--- src/rtl/uart_tx_arbiter_pkg.sv ---
// Shared definitions for the UART transmit arbiter: state encodings,
// requester count and the transmitter bit-period constant.
package uart_tx_arbiter_pkg;

  localparam int NUM_REQ = 4;

  // Transmitter clocks per bit; the transmitter is a separate block and
  // shares this constant with the arbiter environment.
  localparam int CLK_DIV = 4;

  typedef enum logic [1:0] {
    ST_ARB       = 2'd0,
    ST_ISSUE     = 2'd1,
    ST_WAIT_BUSY = 2'd2,
    ST_WAIT_IDLE = 2'd3
  } arb_state_t;

endpackage

--- src/rtl/uart_tx_arbiter_if.sv ---
// Requester and transmitter handshake bundle for the UART transmit arbiter.
interface uart_tx_arbiter_if;
  import uart_tx_arbiter_pkg::*;

  logic [NUM_REQ-1:0]   req_valid;
  logic [NUM_REQ-1:0]   req_last;
  logic [8*NUM_REQ-1:0] req_data;
  logic [NUM_REQ-1:0]   req_ready;
  logic [7:0]           tx_data;
  logic                 tx_we;
  logic                 tx_busy;

  // Arbiter side
  modport slave (
    input  req_valid, req_last, req_data, tx_busy,
    output req_ready, tx_data, tx_we
  );

  // Requesters and transmitter side
  modport master (
    output req_valid, req_last, req_data, tx_busy,
    input  req_ready, tx_data, tx_we
  );

endinterface

--- src/rtl/uart_rr_pick.sv ---
// Combinational round-robin pick: first set request at or after last+1,
// wrapping, with the last grantee itself checked last.
module uart_rr_pick
  import uart_tx_arbiter_pkg::*;
(
  input  logic [NUM_REQ-1:0] req,
  input  logic [1:0]         last,
  output logic               found,
  output logic [1:0]         idx
);

  logic [1:0] cand;

  // Scan requesters in rotating priority order
  always_comb begin
    found = 1'b0;
    idx   = last;
    cand  = last;
    for (int k = 1; k <= NUM_REQ; k++) begin
      cand = last + 2'(k);
      if (!found && req[cand]) begin
        found = 1'b1;
        idx   = cand;
      end
    end
  end

endmodule

--- src/rtl/uart_tx_arbiter.sv ---
// UART transmit arbiter: grants one of four byte requesters a packet lock,
// feeds its bytes to the transmitter one at a time paced by tx_busy, and
// revokes a lock whose owner goes quiet for LOCK_TIMEOUT cycles.
//
// state     | meaning
// ----------+-----------------------------------------------------------
// ARB       | no owner; pick next requester round-robin
// ISSUE     | owner locked; send its byte once valid and transmitter idle
// WAIT_BUSY | byte written; wait for transmitter to report busy
// WAIT_IDLE | transmitter busy; on idle release lock or issue next byte
module uart_tx_arbiter #(
  parameter int NUM_REQ      = 4,
  parameter int LOCK_TIMEOUT = 1000
) (
  input  logic               clk,
  input  logic               resetn,
  uart_tx_arbiter_if.slave   bus,
  output logic [1:0]         grant_id,
  output logic               locked,
  output logic [15:0]        bytes_sent
);

  uart_tx_arbiter_pkg::arb_state_t state;

  logic [1:0]         last_grant;
  logic               last_q;
  logic [31:0]        idle_cnt;
  logic               pick_found;
  logic [1:0]         pick_idx;
  logic               cur_valid;
  logic               issue_fire;
  logic [NUM_REQ-1:0] ready_vec;

  uart_rr_pick u_pick (
    .req   (bus.req_valid),
    .last  (last_grant),
    .found (pick_found),
    .idx   (pick_idx)
  );

  assign cur_valid  = bus.req_valid[grant_id];
  assign issue_fire = (state == uart_tx_arbiter_pkg::ST_ISSUE) && cur_valid && !bus.tx_busy;

  // Only the owner is offered ready, and only in the cycle its byte goes out
  always_comb begin
    ready_vec = '0;
    if (issue_fire) ready_vec[grant_id] = 1'b1;
  end

  assign bus.req_ready = ready_vec[3:0];
  assign bus.tx_we     = |(bus.req_valid & bus.req_ready);
  assign bus.tx_data   = issue_fire ? bus.req_data[{grant_id, 3'b000} +: 8] : 8'h00;

  // Arbitration FSM, lock/idle tracking and sent-byte counter
  always_ff @(posedge clk) begin
    if (!resetn) begin
      state      <= uart_tx_arbiter_pkg::ST_ARB;
      grant_id   <= 2'd0;
      last_grant <= 2'd3;
      locked     <= 1'b0;
      last_q     <= 1'b0;
      idle_cnt   <= '0;
      bytes_sent <= 16'h0000;
    end else begin
      if (bus.tx_we) bytes_sent <= bytes_sent + 16'd1;

      case (state)
        uart_tx_arbiter_pkg::ST_ARB: begin
          if (pick_found) begin
            grant_id   <= pick_idx;
            last_grant <= pick_idx;
            locked     <= 1'b1;
            idle_cnt   <= '0;
            state      <= uart_tx_arbiter_pkg::ST_ISSUE;
          end
        end

        uart_tx_arbiter_pkg::ST_ISSUE: begin
          if (issue_fire) begin
            last_q   <= bus.req_last[grant_id];
            idle_cnt <= '0;
            state    <= uart_tx_arbiter_pkg::ST_WAIT_BUSY;
          end else if (!cur_valid && (LOCK_TIMEOUT != 0)) begin
            // Owner went quiet mid-packet: give the channel back after
            // LOCK_TIMEOUT consecutive idle cycles.
            if (idle_cnt == 32'(LOCK_TIMEOUT - 1)) begin
              locked   <= 1'b0;
              idle_cnt <= '0;
              state    <= uart_tx_arbiter_pkg::ST_ARB;
            end else begin
              idle_cnt <= idle_cnt + 32'd1;
            end
          end
        end

        uart_tx_arbiter_pkg::ST_WAIT_BUSY: begin
          if (bus.tx_busy) state <= uart_tx_arbiter_pkg::ST_WAIT_IDLE;
        end

        uart_tx_arbiter_pkg::ST_WAIT_IDLE: begin
          if (!bus.tx_busy) begin
            if (last_q) begin
              locked <= 1'b0;
              state  <= uart_tx_arbiter_pkg::ST_ARB;
            end else begin
              state  <= uart_tx_arbiter_pkg::ST_ISSUE;
            end
          end
        end

        default: state <= uart_tx_arbiter_pkg::ST_ARB;
      endcase
    end
  end

endmodule
--- src/flat_wrapper.sv ---
// flat-port wrapper written by rule: the top's interface ports become plain ports
module uart_tx_arbiter_flat 
#(
  parameter int NUM_REQ      = 4,
  parameter int LOCK_TIMEOUT = 1000
)
  (clk, resetn, grant_id, locked, bytes_sent, bus_req_valid, bus_req_last, bus_req_data, bus_tx_busy, bus_req_ready, bus_tx_data, bus_tx_we);
  uart_tx_arbiter_if bus_i ();
  input  logic clk;
  input  logic resetn;
  output logic [1:0] grant_id;
  output logic locked;
  output logic [15:0] bytes_sent;
  input wire logic [$bits(bus_i.req_valid)-1:0] bus_req_valid;
  input wire logic [$bits(bus_i.req_last)-1:0] bus_req_last;
  input wire logic [$bits(bus_i.req_data)-1:0] bus_req_data;
  input wire logic [$bits(bus_i.tx_busy)-1:0] bus_tx_busy;
  output wire logic [$bits(bus_i.req_ready)-1:0] bus_req_ready;
  output wire logic [$bits(bus_i.tx_data)-1:0] bus_tx_data;
  output wire logic [$bits(bus_i.tx_we)-1:0] bus_tx_we;
  assign bus_i.req_valid = bus_req_valid;
  assign bus_i.req_last = bus_req_last;
  assign bus_i.req_data = bus_req_data;
  assign bus_i.tx_busy = bus_tx_busy;
  assign bus_req_ready = bus_i.req_ready;
  assign bus_tx_data = bus_i.tx_data;
  assign bus_tx_we = bus_i.tx_we;
  uart_tx_arbiter #(.NUM_REQ(NUM_REQ), .LOCK_TIMEOUT(LOCK_TIMEOUT)) u_core (.clk(clk), .resetn(resetn), .bus(bus_i), .grant_id(grant_id), .locked(locked), .bytes_sent(bytes_sent));
endmodule
--- config.mk ---
export PLATFORM = sky130hd
export DESIGN_NAME = uart_tx_arbiter_flat
export DESIGN_NICKNAME = d
export VERILOG_FILES = /design/src/rtl/uart_tx_arbiter_pkg.sv /design/src/rtl/uart_tx_arbiter_if.sv /design/src/rtl/uart_rr_pick.sv /design/src/rtl/uart_tx_arbiter.sv /design/src/flat_wrapper.sv
export SDC_FILE = /design/constraint.sdc
export NUM_CORES = 1
export LEC_CHECK = 0
export CAP_MARGIN = 40
export CORE_MARGIN = 5
export CORE_UTILIZATION = 25
export CTS_CLUSTER_DIAMETER = 200
export DETAILED_ROUTE_END_ITERATION = 8
export GPL_ROUTABILITY_DRIVEN = 0
export SKIP_CTS_REPAIR_TIMING = 1
export SLEW_MARGIN = 10
export SYNTH_ARGS = -nofsm -noshare
export SYNTH_HDL_FRONTEND = slang
export SYNTH_SLANG_ARGS = --single-unit
--- constraint.sdc ---
create_clock -name clk -period 5.3 [get_ports clk]
set_input_delay 0.53 -clock clk [delete_from_list [all_inputs] [get_ports clk]]
set_output_delay 0.53 -clock clk [all_outputs]
set_load 0.02 [all_outputs]
==> results.md <==
* Die height at 124 um
* Most area-hungry cell type in the Yosys netlist: dfxtp_1
* Worst-margin pin slew at 754 ps
* Crit path max-delay family: buffers and inverters
* Status: completed
* Synthesized flop and latch total at between 50 and 60
* Sink Count at 56
* Iteration-0 DRC Markers at 171
* Power density cells at 243 mW/mm2
* CP Max Fanout at 16
* Hold depth at 2
* Fillers at 1314
* Initial antenna violation count at 0
* Clock transition at the registers of the reported paths at 70 ps
* CTS tree: built
* Deepest clock path buffer count at 2
* CP Capture Type: output pin
* EDFF count, synth at 0
* CP required at 4770 ps
* Number of distinct library cells after synthesis at 53
* Cell Count Post-Placement at 610
* Peak supply drop at 0.118 mV
* Worst Reg2Reg Path Length in Cells at 6
* Buf+Inv Stages, Crit Path at 3
* Final Hold Fails at 0
* Setup TNS at 0 ps
* Top cells by count, synth: dfxtp_1, nand2_1, nand3_1, nor2_1, xnor2_1
* First-pass GRT wire length at 13900 um
* Startpoint types: primary input
* Beginning of the worst hold path: u_core.locked
* Drt pass-1 iters at 4
* Max cap viols at 0
* Fmax at 254 MHz
* Reg-to-Reg Start: u_core.grant_id[1]
* Max stage delay on crit path at 600 ps
* Tot GR Track Use at 11.1%
* Register area share after synthesis at 34.6%
* Ys async rst share at 0%
* Largest net degree at the start of global routing at 33
* Antenna Violating Nets Remaining at 0
* Area Growth Syn to Fin at 33.2%
* Total Wirelength at 8380 um
* Count leader, synth: dfxtp_1
* RSZ-0062 raised after global routing: false
* Clock Latency Late Sink at 300 ps
* Synth top area share at around a third
* Syn nets at 426
* Mapped Area at 0.00324 mm2
* DR vias at slightly above 3000
* Ranking of synthesized cells by area: dfxtp_1, mux4_2, xnor2_1, nor4_1, nand2_1
* Crit-path most repeated cell: clkdlybuf4s50_1
* Post-DP HPWL at 6230 um
* Layout Cells excl Fill at 618
* Boundary pin count at 75
* R2R Setup Slk at ~2500 ps
* Final setup fails at 0
* Total CTS buffers at 5
* Ys Warns at 0
* Static Leakage at about 1.4 nW
* Hold/Removal Path Class: reg2reg
* Final net count at 490
* Crit path time final at 3940 ps
* Period utilisation layout at 74.4%
* Avg Cell Area, Syn at approximately 8.5 um2
* Vias per cell at a little under 5
* Initial Utilization at 25.6%
* Worst Hold End: u_core.locked
* CP max-delay cell: mux4_2
* Final count of pins violating max slew at 0
* Critical path type: in2out
* Port bufs at 74
* Gr ovfl total at 0
* Clk root buf: clkbuf_16
* Die Area at 0.0153 mm2
* Worst EP arrival at around 3400 ps
* Slew margin rel. at roughly half
* Reg-to-Reg End: u_core.bytes_sent[10]
* Share of cells above drive strength 1 at 8.07%
* Row cnt at 41
* WL per Instance at 13.6 um
* Drt drc at 0
* Critical path cell sequence: clkdlybuf4s50_1 > mux4_2 > nand2_1 > clkinv_1 > and3_1 > clkdlybuf4s50_1
* Core ar. at ~0.013 mm2
* N_diodes at 0
* H-tree depth reported by CTS at 2
* Clock Skews at 3.99 ps
* Critical Path Stages at 6
* Post-synth top flop: dfxtp_1
* Cell count after synthesis at 381
* Vias in the first global route at 2926
* Die span in x at approximately 120 um
## flip-flops by register name (all words and copies together), names as in the netlist, named ones only
signal	count
u_core.locked	1
u_core.idle_cnt	32
u_core.grant_id	2
u_core.last_grant	2
u_core.state	1
u_core.bytes_sent	16
u_core.last_q	1
## worst register-to-register path: stages, from the launching register on
cell,delay [ps]
dfxtp_1,750
mux4_2,520
nand2_1,470
clkinv_1,450
nand4_1,240
xnor2_1,80
and2_1,150
## report_power, final
part           switching [W]  internal (W)
clock network       0.000152      0.000249
registers          0.0000209      0.000432
logic              0.0000941     0.0000984
total               0.000267      0.000780
## routing by layer
| layer | global-route usage, % | wire, um | vias up |
|---|---|---|---|
| li1 | - | - | 1529 |
| met1 | 13.1 | 3640 | 1440 |
| met2 | 19.3 | 3840 | 89 |
| met3 | 2.95 | 794 | 8 |
| met4 | 3.67 | 114 | 0 |
| met5 | 0 | 0 | - |
## placed cells by master (no fill, tap or decap), types with 3 or more instances in the layout
cell type,n
nand4_1,11
nor2_1,22
clkdlybuf4s50_1,74
dfxtp_1,56
a21oi_1,18
nor4_1,20
and2_1,16
a21oi_2,5
buf_4,3
or4_1,5
or3_1,10
nand3_1,22
nor3_1,13
clkbuf_16,5
o21ai_0,18
and4_1,3
and3_1,14
xor2_1,9
a21boi_0,4
nand2b_1,3
inv_1,10
nand4b_1,5
xnor2_1,21
mux4_2,10
nand2_1,33
## cell families (layout without fill, tap and decap cells)
kind of cell | count (synthesis) | in the layout | share of synthesized area [%]
simple gates | 192 | 192 | 33.9
compound gates | 58 | 58 | 11.0
flops | 56 | 56 | 34.6
buf+inv | 31 | 96 | 3.98
xor+xnor | 30 | 30 | 8.11
mux | 12 | 12 | 7.57
fa+ha+maj | 2 | 2 | 0.773
## worst max-delay path by stage
stage / startpoint / endpoint / slack [ps]
after floorplan: u_core.grant_id[0] / bus_req_ready[3] / 2760
after global placement: bus_req_valid[1] / bus_req_ready[3] / 1450
after detailed placement: bus_req_valid[1] / bus_req_ready[3] / 1350
after CTS: bus_req_valid[1] / bus_req_ready[3] / 1340
after global routing: bus_req_valid[1] / bus_req_ready[3] / 1170
final: bus_req_valid[1] / bus_req_ready[3] / 1360
## area by class of cell
cell class	count	area, um2	area share, %
repair buffers	77	763	17.7
well taps	172	215	4.99
multi-input cells	294	1990	46.1
clock inverters	1	30.0	0.696
inverters	11	41.3	0.958
clock buffers	7	153	3.54
flip-flops and latches	56	1120	26.0
## stage by stage
step / utilization [%] / hold slack [ps] / setup WS (ps) / total power [W] / instance area [um2]
after CTS: 34.0 / 484 / 1340 / 0.00106 / 4310
final: 34.0 / 479 / 1360 / 0.00105 / 4310
after detailed placement: 32.6 / 471 / 1350 / 0.000657 / 4130
after global routing: 34.0 / 507 / 1170 / 0.00110 / 4310
after floorplan: - / 458 / 2760 / 0.000578 / 3240
after global placement: 32.6 / 462 / 1450 / 0.000653 / 4130
(Power assumes the default switching activity.)
